==> config.mk <==
export PLATFORM = sky130hd
export DESIGN_NAME = frame_scan_reader
export DESIGN_NICKNAME = d
export VERILOG_FILES = /design/src/rtl/frame_scan_pkg.sv /design/src/rtl/frame_scan_column_timer.sv /design/src/rtl/frame_scan_reader.sv
export SDC_FILE = /design/constraint.sdc
export NUM_CORES = 1
export LEC_CHECK = 0
export BUFFER_PORTS_ARGS = -buffer_cell sky130_fd_sc_hd__clkbuf_2
export CORE_MARGIN = 2
export CORE_UTILIZATION = 30
export CTS_CLUSTER_DIAMETER = 120
export CTS_CLUSTER_SIZE = 30
export DETAILED_ROUTE_END_ITERATION = 8
export SLEW_MARGIN = 0
export SYNTH_ARGS = -nofsm -noshare
export SYNTH_HDL_FRONTEND = slang
export SYNTH_SLANG_ARGS = --single-unit
==> constraint.sdc <==
create_clock -name Clock_i -period 5.25 [get_ports Clock_i]
set_input_delay 0.7875 -clock Clock_i [delete_from_list [all_inputs] [get_ports Clock_i]]
set_output_delay 0.7875 -clock Clock_i [all_outputs]
set_load 0.005 [all_outputs]
==> src/rtl/frame_scan_pkg.sv <==
// Shared state encoding, default geometry and RAM address packing for the frame scan reader.
package frame_scan_pkg;

    typedef enum logic [1:0] {
        ST_IDLE,
        ST_SHIFT,
        ST_LATCH,
        ST_DISPLAY
    } scan_state_e;

    localparam int DEF_COLUMNS   = 64;
    localparam int DEF_ROW_PAIRS = 16;
    localparam int DEF_ON_CYCLES = 64;
    localparam int DEF_COL_W     = $clog2(DEF_COLUMNS);
    localparam int DEF_ROW_W     = $clog2(DEF_ROW_PAIRS);
    localparam int DEF_ADDR_W    = 1 + DEF_ROW_W + DEF_COL_W;

    // Builds {frame_buf, row, col}; the caller truncates to its own address width.
    function automatic logic [31:0] pack_addr(input logic frame_buf, input logic [15:0] row,
                                              input logic [15:0] col, input int row_w,
                                              input int col_w);
        return (32'(frame_buf) << (row_w + col_w)) | (32'(row) << col_w) | 32'(col);
    endfunction

endpackage

==> src/rtl/frame_scan_column_timer.sv <==
// Slot/phase sequencer for one row shift: COLUMNS+1 slots of two phases each.
module frame_scan_column_timer
    import frame_scan_pkg::*;
#(
    parameter int COLUMNS = DEF_COLUMNS
) (
    input  logic                         clk_i,
    input  logic                         rst_i,
    input  logic                         clear_i,
    input  logic                         advance_i,
    output logic                         phase_o,
    output logic [$clog2(COLUMNS+1)-1:0] slot_o,
    output logic                         last_o
);

    localparam int SLOT_W = $clog2(COLUMNS + 1);

    logic              phase_q, phase_d;
    logic [SLOT_W-1:0] slot_q, slot_d;

    // phase_o/slot_o describe the cycle after the coming edge, so the owner can register outputs.
    always_comb begin
        phase_d = phase_q;
        slot_d  = slot_q;
        if (clear_i) begin
            phase_d = 1'b0;
            slot_d  = '0;
        end else if (advance_i) begin
            phase_d = ~phase_q;
            slot_d  = slot_q + SLOT_W'(phase_q);
        end
    end

    always_ff @(posedge clk_i) begin
        if (rst_i) begin
            phase_q <= 1'b0;
            slot_q  <= '0;
        end else begin
            phase_q <= phase_d;
            slot_q  <= slot_d;
        end
    end

    assign phase_o = phase_d;
    assign slot_o  = slot_d;
    assign last_o  = (int'(slot_q) == COLUMNS) && phase_q;

endmodule

==> src/rtl/frame_scan_reader.sv <==
// Double-buffered HUB75-style scan reader feeding a monochrome panel from frame RAM port B.
// Define FRAME_SCAN_BRIGHTNESS_EN to add Brightness_i, which shortens the OE window per frame.
module frame_scan_reader
    import frame_scan_pkg::*;
#(
    parameter int COLUMNS    = DEF_COLUMNS,
    parameter int ROW_PAIRS  = DEF_ROW_PAIRS,
    parameter int ADDR_WIDTH = DEF_ADDR_W,
    parameter int ON_CYCLES  = DEF_ON_CYCLES
) (
    input  logic                         Clock_i,
    input  logic                         Reset_i,
    input  logic                         Enable_i,
    input  logic                         FrameSelect_i,
    output logic [ADDR_WIDTH-1:0]        ReadAddress_o,
    output logic                         ReadClockEn_o,
    input  logic [1:0]                   ReadData_i,
`ifdef FRAME_SCAN_BRIGHTNESS_EN
    input  logic [7:0]                   Brightness_i,
`endif
    output logic                         PanelClk_o,
    output logic                         PanelLatch_o,
    output logic                         PanelOE_n_o,
    output logic [$clog2(ROW_PAIRS)-1:0] PanelRow_o,
    output logic [1:0]                   PanelData_o,
    output logic                         FrameDone_o,
    output logic                         Busy_o
);

    localparam int COL_W  = $clog2(COLUMNS);
    localparam int ROW_W  = $clog2(ROW_PAIRS);
    localparam int SLOT_W = $clog2(COLUMNS + 1);
    localparam int DISP_W = $clog2(ON_CYCLES + 1);

    scan_state_e       state_q, state_d;
    logic              fbuf_q, fbuf_d;
    logic [ROW_W-1:0]  row_q, row_d;
    logic [DISP_W-1:0] disp_q, disp_d;

    logic [ADDR_WIDTH-1:0] raddr_q, raddr_d;
    logic                  rce_q, rce_d;
    logic                  pclk_q, pclk_d;
    logic                  plat_q, plat_d;
    logic                  oen_q, oen_d;
    logic [ROW_W-1:0]      prow_q, prow_d;
    logic [1:0]            pdata_q, pdata_d;
    logic                  done_q, done_d;
    logic                  busy_q, busy_d;

    logic              phase_nxt;
    logic [SLOT_W-1:0] slot_nxt;
    logic              slot_last;

`ifdef FRAME_SCAN_BRIGHTNESS_EN
    logic [7:0] bright_q, bright_d;
`endif

    frame_scan_column_timer #(
        .COLUMNS (COLUMNS)
    ) u_column_timer (
        .clk_i     (Clock_i),
        .rst_i     (Reset_i),
        .clear_i   (state_q != ST_SHIFT),
        .advance_i ((state_q == ST_SHIFT) && !slot_last),
        .phase_o   (phase_nxt),
        .slot_o    (slot_nxt),
        .last_o    (slot_last)
    );

    always_comb begin
        state_d = state_q;
        fbuf_d  = fbuf_q;
        row_d   = row_q;
        disp_d  = disp_q;
        raddr_d = raddr_q;
        pdata_d = pdata_q;
        prow_d  = prow_q;
        rce_d   = 1'b0;
        pclk_d  = 1'b0;
        plat_d  = 1'b0;
        oen_d   = 1'b1;
        done_d  = 1'b0;
`ifdef FRAME_SCAN_BRIGHTNESS_EN
        bright_d = bright_q;
`endif

        unique case (state_q)
            ST_IDLE: begin
                if (Enable_i) begin
                    state_d = ST_SHIFT;
                    fbuf_d  = FrameSelect_i;
                    row_d   = '0;
`ifdef FRAME_SCAN_BRIGHTNESS_EN
                    bright_d = Brightness_i;
`endif
                end
            end
            ST_SHIFT: begin
                if (slot_last) state_d = ST_LATCH;
            end
            ST_LATCH: begin
                state_d = ST_DISPLAY;
                disp_d  = '0;
            end
            ST_DISPLAY: begin
                disp_d = disp_q + DISP_W'(1);
                if (int'(disp_q) == ON_CYCLES - 1) begin
                    if (int'(row_q) == ROW_PAIRS - 1) begin
                        state_d = ST_IDLE;
                        done_d  = 1'b1;
                    end else begin
                        state_d = ST_SHIFT;
                        row_d   = row_q + ROW_W'(1);
                    end
                end
            end
            default: state_d = ST_IDLE;
        endcase

        // Outputs are registered, so they are derived from the state entered on this edge.
        // Slot k phase0 issues column k and captures column k-1, whose read returned one cycle earlier.
        unique case (state_d)
            ST_SHIFT: begin
                rce_d = 1'b1;
                if (!phase_nxt && int'(slot_nxt) < COLUMNS)
                    raddr_d = ADDR_WIDTH'(pack_addr(fbuf_d, 16'(row_d), 16'(slot_nxt), ROW_W, COL_W));
                if (!phase_nxt && slot_nxt != '0)
                    pdata_d = ReadData_i;
                pclk_d = phase_nxt && (slot_nxt != '0);
            end
            ST_LATCH: begin
                plat_d = 1'b1;
                prow_d = row_q;
            end
            ST_DISPLAY: begin
`ifdef FRAME_SCAN_BRIGHTNESS_EN
                oen_d = !(int'(disp_d) < int'(bright_q));
`else
                oen_d = 1'b0;
`endif
            end
            default: ;
        endcase

        busy_d = (state_d != ST_IDLE);
    end

    always_ff @(posedge Clock_i) begin
        if (Reset_i) begin
            state_q <= ST_IDLE;
            fbuf_q  <= 1'b0;
            row_q   <= '0;
            disp_q  <= '0;
            raddr_q <= '0;
            rce_q   <= 1'b0;
            pclk_q  <= 1'b0;
            plat_q  <= 1'b0;
            oen_q   <= 1'b1;
            prow_q  <= '0;
            pdata_q <= '0;
            done_q  <= 1'b0;
            busy_q  <= 1'b0;
        end else begin
            state_q <= state_d;
            fbuf_q  <= fbuf_d;
            row_q   <= row_d;
            disp_q  <= disp_d;
            raddr_q <= raddr_d;
            rce_q   <= rce_d;
            pclk_q  <= pclk_d;
            plat_q  <= plat_d;
            oen_q   <= oen_d;
            prow_q  <= prow_d;
            pdata_q <= pdata_d;
            done_q  <= done_d;
            busy_q  <= busy_d;
        end
    end

`ifdef FRAME_SCAN_BRIGHTNESS_EN
    always_ff @(posedge Clock_i) begin
        if (Reset_i) bright_q <= '0;
        else         bright_q <= bright_d;
    end
`endif

    assign ReadAddress_o = raddr_q;
    assign ReadClockEn_o = rce_q;
    assign PanelClk_o    = pclk_q;
    assign PanelLatch_o  = plat_q;
    assign PanelOE_n_o   = oen_q;
    assign PanelRow_o    = prow_q;
    assign PanelData_o   = pdata_q;
    assign FrameDone_o   = done_q;
    assign Busy_o        = busy_q;

endmodule

==> summary.md, run 1 <==
| Metric | Value |
|---|---|
| Hpwl dp | 3.14 mm |
| Root buffer cell | clkbuf_8 |
| Fin. max-slew vios | 0 |
| Clk pin slew, worst setup/hold paths | 0.08 ns |
| Post-synth cell types | 52 |
| Fin Setup TNS | 0 ns |
| Hold crit path type | flop to flop |
| Post-cts sizing count | 0 |
| Synth area leaders | dfxtp_1 (41%), mux2_4 (6.9%), ha_1 (4.6%), mux2i_1 (4.6%), nor2b_1 (4.0%) |
| Cell Area, Synth | 2170 sq um |
| H-tree lvl count | 2 |
| Cell accounting for the most synthesized area | dfxtp_1 |
| Routed Antenna Nets | 0 |
| Yosys reg bits | 45 |
| Clk_skew | 0.00848 ns |
| # setup viols final | 0 |
| Final WL | 4.43 mm |
| DRT Pass-1 Iters | 6 |
| Fin area | 2480 sq um |
| Pin count of the biggest net entering global routing | 39 |
| Required time of the worst setup path | 5.44 ns |
| Post-synthesis sequential area ratio | 41.4% |
| Critical path arrival | 2.66 ns |
| Total number of vias | 1,645 |
| Maximum clock insertion buffer count | 2 |
| Avg Cell Area, Syn | 9.75 sq um |
| Fin util | 34.7% |
| Critical Path Source Type | flop |
| Hold-fix buffers, CTS | 0 |
| Antenna Cells | 0 |
| IO buf count | 28 |
| Die Ht | 89.1 um |
| Clock Latency Late Sink | 0.30 ns |
| CTS tree | done |
| Number of cells in the finished layout apart from fillers | 349 |
| Buf/Inv on CP | 0 |
| Placed Cells | 341 |
| Slew margin rel. | 48.6% |
| Crit path capture type | flop |
| Via density | 4.71 |
| RSZ-0062 raised after global routing | no |
| Number of nets in the layout | 263 |
| Antenna violations before repair | 0 |
| Mapped Cells | 223 |
| First-pass GRT wire length | 7.67 mm |
| TritonCTS Buffers | 5 |
| Post-synth net total | 237 |
| Delay of the slowest cell on the worst path | 0.60 ns |
| Layout area overhead | 14.0% |
| Slowest-stage cell, CP | ha_1 |
| Hold WS | 0.470 ns |
| EDFF count, synth | 0 |
| Max Freq | 0.405 GHz |
| Cell Chain, Critical Path | ha_1, o31ai_1, o211ai_1, o211ai_2, or2_4, mux2_4 |
| Critical-path maximum fanout | 21 |
| DP Area | 2380 sq um |
| Actual slew at the worst max-slew pin | 0.772 ns |
| Wirelength per Cell | 12.7 um |
| Cell family with most CP delay | compound AO/OA/AOI/OAI gates |
| VDD IR-drop max | 0.0000851 V |
| FP Rows | 31 |
| Yosys warns | 0 |
| Crit path kind | flop to flop |
| Die area | 7950 sq um |
| I/O Pins | 29 |
| Final Hold Fails | 0 |
| Final min period | 2.47 ns |
| Final period util | 47.0% |
| Ys async rst share | 0% |
| Final Power | 0.654 mW |
| Outcome | finished clean |
| Total track usage | 12.4% |
| Starting density of the core | 30.5% |
| Gp weighted congestion | 0.810 |
| Vias in the first global route | 1,623 |
| Primary FF master, synth | dfxtp_1 |
| Worst Slack Setup Final | 2.78 ns |
| Post-CTS setup buffers | 0 |
| Max-cap viol count | 0 |
| Synth top area share | 41.4% |
| DRT iter0 DRCs | 58 |
| Number of remaining DRC errors | 0 |
| # clock sinks | 45 |
| Pre-CTS setup slack | 2.68 ns |
| Share of cells above drive strength 1 | 24.4% |
| Core ar. | 7140 sq um |
| P_leak | 0.973 nW |
| Total global routing overflow | 0 |
| Pwr/cell area | 264 nW/um^2 |
| Die width | 89.1 um |
cell usage after synthesis, types with 2 or more instances:
master    count
a21oi_1      11
a311oi_1      2
a41oi_1       2
and2_1        3
clkbuf_1      6
dfxtp_1      45
ha_1          8
inv_1         3
mux2_4       10
mux2i_1      10
nand2_1      10
nand2b_1      7
nand3_1      11
nor2_1       22
nor2b_1      14
nor3_1        5
o211ai_2      2
o21a_1        2
o21ai_0      11
or2_2         2
or3_1         2
or4b_4        2
xor2_1        4
state kept, by name (all words and copies together), names as in the netlist:
| signal | cells |
|---|---|
| ReadAddress_o | 11 |
| FrameDone_o | 1 |
| u_column_timer.phase_q | 1 |
| disp_q | 7 |
| state_q | 2 |
| PanelData_o | 2 |
| PanelClk_o | 1 |
| Busy_o | 1 |
| PanelLatch_o | 1 |
| u_column_timer.slot_q | 7 |
| row_q | 4 |
| PanelRow_o | 4 |
| ReadClockEn_o | 1 |
| fbuf_q | 1 |
| PanelOE_n_o | 1 |
worst reg2reg max path, delay by kind of cell, from the launching register on:
kind / cells / cell delay [ns]
compound gates: 3 / 0.70
fa+ha+maj: 1 / 0.60
flops: 1 / 0.40
mux: 1 / 0.33
simple gates: 1 / 0.35
layout make-up:
| class | count | area, sq um |
|---|---|---|
| Clock buffer | 7 | 96.3 |
| Clock inverter | 1 | 5.00 |
| Fill cell | 786 | 4660 |
| Multi-Input combinational cell | 166 | 1200 |
| Timing Repair Buffer | 28 | 140 |
| Tap cell | 99 | 124 |
| Inverter | 3 | 11.3 |
| Sequential cell | 45 | 901 |
routing by layer:
metal  up-vias  track usage [%]  part of all wire, %
li1        847                -                    -
met2        32             19.1                   44
met3         7             3.60                  4.7
met5         -                0                    0
met1       759             16.2                   49
met4         0             5.02                  1.9
report_power, final:
group | switching (mW) | leakage [nW] | total (mW) | internal, mW
clock network | 0.116 | 0.0542 | 0.235 | 0.119
registers | 0.00291 | 0.364 | 0.350 | 0.347
logic | 0.0405 | 0.555 | 0.0695 | 0.0290
final timing paths:
path                                         end  cells after the start  slack (ns)       start
worst max-delay path            ReadAddress_o[4]                      6        2.78  state_q[1]
worst min-delay path                      fbuf_q                      2        0.47      fbuf_q
worst max register to register  ReadAddress_o[4]                      6        2.78  state_q[1]
worst min register to register            fbuf_q                      2        0.47      fbuf_q
cells in the final DEF (no fill, tap or decap), types with 10 or more instances in the layout:
cell type | synthesis | layout
o21ai_0 | 11 | 11
dfxtp_1 | 45 | 45
mux2_4 | 10 | 10
a21oi_1 | 11 | 11
nand2_1 | 10 | 10
nor2b_1 | 14 | 14
nand3_1 | 11 | 11
mux2i_1 | 10 | 10
nor2_1 | 22 | 22
clkbuf_2 | 0 | 28
cells by family (layout without fill, tap and decap cells):
| family | count (synthesis) | count (layout) | share of synthesized area [%] |
|---|---|---|---|
| buf+inv | 12 | 39 | 3.34 |
| fa+ha+maj | 8 | 8 | 4.60 |
| mux | 21 | 21 | 12.0 |
| xor+xnor | 4 | 4 | 1.61 |
| compound gates | 42 | 42 | 13.9 |
| flops | 45 | 45 | 41.4 |
| simple gates | 91 | 91 | 23.1 |
No activity file was read; power rests on OpenSTA's default activity.
==> run 2, diff against run 1 <==
Clock period 5.25 ns to 2.1 ns, I/O delays scaled along.
==> run 2 against run 1 <==
  * The run now ends with negative setup slack left
  * Worst hold slack got worse by 0.22 ns
  * Wire length increased by 15%
  * Core utilization increased by 5.6 points
  * Maximum frequency increased by 14%
  * Power increased to 2.7 times the previous value
  * Register-to-register slack got worse by 2.8 ns
  * Die area unchanged
  * Cell count increased by 12%
  * Non-clock buffer count increased by 40
  * Clock skew decreased by 0.0042 ns
  * Sequential cell count unchanged
  * Via count increased by 10%
  * Largest cell class unchanged
  * Highest routed layer unchanged
==> summary.md, run 2 (synthesis results as in run 1) <==
| Metric | Value |
|---|---|
| Core ar. | 7140 sq um |
| Crit path capture type | flop |
| First-pass GRT wire length | 8.38 mm |
| Routed Antenna Nets | 0 |
| Max Freq | 0.463 GHz |
| FP Rows | 31 |
| Die area | 7950 sq um |
| Layout area overhead | 32.3% |
| Placed Cells | 376 |
| Cell family with most CP delay | simple AND/OR/NAND/NOR gates |
| Total track usage | 13.6% |
| IO buf count | 28 |
| Critical path arrival | 2.36 ns |
| # clock sinks | 45 |
| Required time of the worst setup path | 2.30 ns |
| Crit path kind | flop to flop |
| Fin Setup TNS | -0.378 ns |
| Die Ht | 89.1 um |
| Gp weighted congestion | 0.794 |
| Slowest-stage cell, CP | or4b_4 |
| Critical Path Source Type | flop |
| Fillers | 729 |
| Cell Chain, Critical Path | or4b_4, o41a_1, o211ai_2, or2_4, mux2_2 |
| VDD IR-drop max | 0.000357 V |
| RSZ-0062 raised after global routing | yes |
| Via density | 4.66 |
| P_leak | 1.19 nW |
| Antenna Cells | 0 |
| I/O Pins | 29 |
| Share of cells above drive strength 1 | 39.5% |
| Register area | 907 sq um |
| Commonest non-fill, non-tap cell in the layout | dfxtp_1 |
| Number of cells in the finished layout apart from fillers | 390 |
| Final period util | 103% |
| Failing checks | negative setup slack |
| Final Hold Fails | 0 |
| Hold crit path type | input port to flop |
| Clk_skew | 0.00427 ns |
| Commonest cells after routing, fill and taps aside | dfxtp_1 (42), buf_4 (39), clkbuf_2 (28) |
| CTS tree | done |
| Actual slew at the worst max-slew pin | 0.403 ns |
| Worst Slack Setup Final | -0.0619 ns |
| Total number of vias | 1,817 |
| Root buffer cell | clkbuf_8 |
| Clock Latency Late Sink | 0.30 ns |
| Maximum clock insertion buffer count | 2 |
| Pin count of the biggest net entering global routing | 38 |
| Max reg flops | 11 |
| Final WL | 5.08 mm |
| TritonCTS Buffers | 5 |
| Number of nets in the layout | 304 |
| Vias in the first global route | 1,768 |
| DRT Pass-1 Iters | 4 |
| Fin. max-slew vios | 0 |
| Buf/Inv on CP | 0 |
| Critical-path maximum fanout | 6 |
| Total global routing overflow | 0 |
| Slew margin rel. | 73.2% |
| Antenna violations before repair | 0 |
| Number of remaining DRC errors | 0 |
| Hpwl dp | 3.51 mm |
| H-tree lvl count | 2 |
| DRT iter0 DRCs | 62 |
| Hold-fix buffers, CTS | 0 |
| Outcome | complete, but fails checks |
| Max-cap viol count | 0 |
| Delay of the slowest cell on the worst path | 0.57 ns |
| Die width | 89.1 um |
| Clk pin slew, worst setup/hold paths | 0.09 ns |
| Wirelength per Cell | 13.0 um |
| Final min period | 2.16 ns |
| Footprint of the multi-input gates | 1280 sq um |
| # setup viols final | 11 |
| Pre-CTS setup slack | -0.0837 ns |
| Starting density of the core | 30.5% |
| Pwr/cell area | 620 nW/um^2 |
-- run 2: timing repair --
| action | in CTS | in global routing |
|---|---|---|
| cloned | 1 | 0 |
| setup endpoints to repair | 12 | 18 |
| setup buffers | 3 | 3 |
| resized for setup | 5 | 9 |
| pin swaps | 3 | 8 |
-- run 2: report_power, final --
part           internal [mW]  switching [mW]
clock                  0.341           0.305
sequential             0.867          0.0108
combinational          0.131           0.130
-- run 2: tightest hold or removal path, stage by stage --
cell and delay, ns:
clkbuf_2 0.08, nand2b_1 0.06, mux2i_1 0.06
-- run 2: cell type report --
type,count,area share (%)
Multi-Input combinational cell,167,44.4
Sequential cell,45,31.5
Timing Repair Buffer,68,15.4
Tap cell,99,4.31
Clock buffer,8,3.87
Inverter,3,0.478
-- run 2: per-layer routing --
metal / GRT usage, % / up-vias / part of all wire, %
met5: 0 / - / 0
li1: - / 922 / -
met1: 18.9 / 849 / 48
met4: 5.02 / 0 / 1.6
met3: 2.86 / 5 / 4.3
met2: 20.7 / 41 / 46
-- run 2: stage by stage --
step | hold slack [ns] | power, mW | cell area, sq um | util (%)
after floorplan | 0.437 | 1.05 | 2210 | -
after global placement | 0.453 | 1.11 | 2670 | 37.4
after detailed placement | 0.468 | 1.11 | 2670 | 37.4
after CTS | 0.247 | 1.79 | 2830 | 39.6
after global routing | 0.279 | 1.87 | 2880 | 40.3
final | 0.250 | 1.78 | 2880 | 40.3
-- run 2: path summary, 6_finish.rpt --
check                           startpoint                 to  slack [ns]  cells past startpoint
hold reg to reg                     fbuf_q             fbuf_q        0.47                      2
setup / recovery  u_column_timer.slot_q[5]  ReadAddress_o[10]       -0.06                      5
setup reg to reg  u_column_timer.slot_q[5]  ReadAddress_o[10]       -0.06                      5
hold / removal               ReadData_i[0]     PanelData_o[0]        0.25                      3
==> run 3, diff against run 2 <==
Settings changed: CORE_ASPECT_RATIO from default to 0.5, CORE_UTILIZATION 30 to 51, PLACE_DENSITY from default to 0.75.
==> run 3 against run 2 <==
  * Largest cell class unchanged
  * Highest routed layer unchanged
  * Critical endpoint is now ReadAddress_o[2]
  * Critical path depth increased by 2
  * Maximum frequency up 0.10%
  * The flow still finishes with violations (negative setup slack)
  * Sequential power about the same
  * Clock power shrank 2%
  * Clock skew rose by 0.00066 ns
  * Die area down 39%
  * Non-clock buffer count is 7 lower
==> summary.md, run 3 (synthesis results as in run 1) <==
| Metric | Value |
|---|---|
| IO buf count | 28 |
| Failing checks | negative setup slack |
| Internal power | 1.34 mW |
| Via density | 5.50 |
| Slew margin rel. | 72.7% |
| Die Ht | 50.2 um |
| Pre-CTS setup slack | -0.0677 ns |
| Crit path capture type | flop |
| Max reg flops | 11 |
| Total global routing overflow | 0 |
| Register area | 908 sq um |
| Die width | 96.3 um |
| Final period util | 103% |
| Fin. max-slew vios | 0 |
| Die area | 4830 sq um |
| First-pass GRT wire length | 8.12 mm |
| Commonest cells after routing, fill and taps aside | dfxtp_1 (41), buf_4 (33), clkbuf_2 (28) |
| Hold crit path type | input port to flop |
| Vias in the first global route | 1,745 |
| Fillers | 321 |
| VDD IR-drop max | 0.000340 V |
| H-tree lvl count | 2 |
| # clock sinks | 45 |
| Clock Latency Late Sink | 0.30 ns |
| Core ar. | 4000 sq um |
| Total number of vias | 1,854 |
| Comb power frac | 14.3% |
| Pin count of the biggest net entering global routing | 38 |
| Clk_skew | 0.00494 ns |
| HP Start | ReadData_i[1] |
| Routed Antenna Nets | 0 |
| Commonest non-fill, non-tap cell in the layout | dfxtp_1 |
| Final Power | 1.76 mW |
| Pwr/cell area | 639 nW/um^2 |
| Net Sw Frac | 24.0% |
| RR Startpoint | state_q[0] |
| Critical-path maximum fanout | 6 |
| Number of nets in the layout | 297 |
| Worst reg2reg setup slack | -0.06 ns |
| FP Rows | 16 |
| TritonCTS Buffers | 5 |
| RSZ-0062 raised after global routing | yes |
| Total track usage | 22.2% |
| Final min period | 2.16 ns |
| Root buffer cell | clkbuf_8 |
| Critical path arrival | 2.35 ns |
| Sequential power share | 49.7% |
| # setup viols final | 15 |
| Worst hold path cell count | 3 |
| Max-cap viol count | 0 |
| I/O Pins | 29 |
| Max Freq | 0.463 GHz |
| Antenna violations before repair | 0 |
| Hpwl dp | 3.70 mm |
| Worst Slack Setup Final | -0.0597 ns |
| Final Hold Fails | 0 |
| Crit path kind | flop to flop |
| Antenna Cells | 0 |
| Critical Path Source | state_q[0] |
| Hold WS | 0.298 ns |
| Crit Reg-Reg Endpoint | ReadAddress_o[2] |
| Outcome | complete, but fails checks |
| Final WL | 5.14 mm |
| Gp weighted congestion | 0.857 |
| Wirelength per Cell | 15.2 um |
| Hold worst-path end | PanelData_o[1] |
| Maximum clock insertion buffer count | 2 |
| DP Area | 2560 sq um |
| Clock power frac | 35.9% |
| Layout area overhead | 26.8% |
| DRT Pass-1 Iters | 4 |
| Share of cells above drive strength 1 | 38.9% |
| Number of remaining DRC errors | 0 |
| Required time of the worst setup path | 2.29 ns |
| Critical Path Source Type | flop |
| Fin area | 2760 sq um |
| Starting density of the core | 54.3% |
| P_leak | 1.16 nW |
| DRT iter0 DRCs | 109 |
| Fin util | 68.8% |
| Footprint of the multi-input gates | 1270 sq um |
| Actual slew at the worst max-slew pin | 0.408 ns |
| Clk pin slew, worst setup/hold paths | 0.08 ns |
| Worst reg2reg path depth | 7 |
| Psw | 0.423 mW |
| CTS tree | done |
| Hold-fix buffers, CTS | 0 |
## run 3: how the worst max path moves through the flow
stage / cells past startpoint / to
6_report: 7 / ReadAddress_o[2]
5_1_grt: 8 / ReadAddress_o[2]
4_1_cts: 6 / ReadAddress_o[10]
3_5_place_dp: 8 / ReadAddress_o[10]
3_3_place_gp: 6 / ReadAddress_o[10]
2_1_floorplan: 8 / ReadAddress_o[0]
## run 3: repair_timing
action / CTS / global route
gates cloned: 1 / 0
buffers inserted: 3 / 2
pin swaps: 2 / 7
resized for setup: 2 / 12
setup endpoints to repair: 15 / 18
## run 3: worst max-delay path, stage by stage (launching register included)
cell and delay, ns:
dfxtp_4 0.37, buf_4 0.14, ha_4 0.16, or3_1 0.40, o211ai_2 0.22, o211ai_2 0.15
or2_4 0.31, mux2_4 0.31
## run 3: per-stage QoR
step                TNS (ns)  std cells
finish                -0.483        337
global route           -1.61        337
CTS                   -0.185        335
floorplan             -0.584        223
global placement    -0.00613        324
detailed placement    -0.392        324
## run 3: routing by layer
metal | vias up | global-route usage, % | part of all wire (%)
met5 | - | 0 | 0
met2 | 32 | 37.6 | 50
li1 | 913 | - | -
met3 | 6 | 6.01 | 3.3
met4 | 0 | 5.87 | 0.99
met1 | 903 | 28.1 | 46
## run 3: power by group through the flow
stage	clock (mW)	sequential (mW)	combinational [mW]
4_1_cts	0.642	0.878	0.233
5_1_grt	0.686	0.877	0.274
3_5_place_dp	0	0.897	0.208
3_3_place_gp	0	0.896	0.202
6_report	0.633	0.876	0.253
2_1_floorplan	0	0.896	0.157
## run 3: cell type report
| class | count | share of cell area [%] |
|---|---|---|
| timing repair buffer | 61 | 14.1 |
| sequential | 45 | 33.0 |
| clock inverter | 2 | 1.27 |
| clock buffer | 5 | 2.50 |
| tap | 54 | 2.45 |
| inverter | 3 | 0.499 |
| multi-input combinational | 167 | 46.3 |
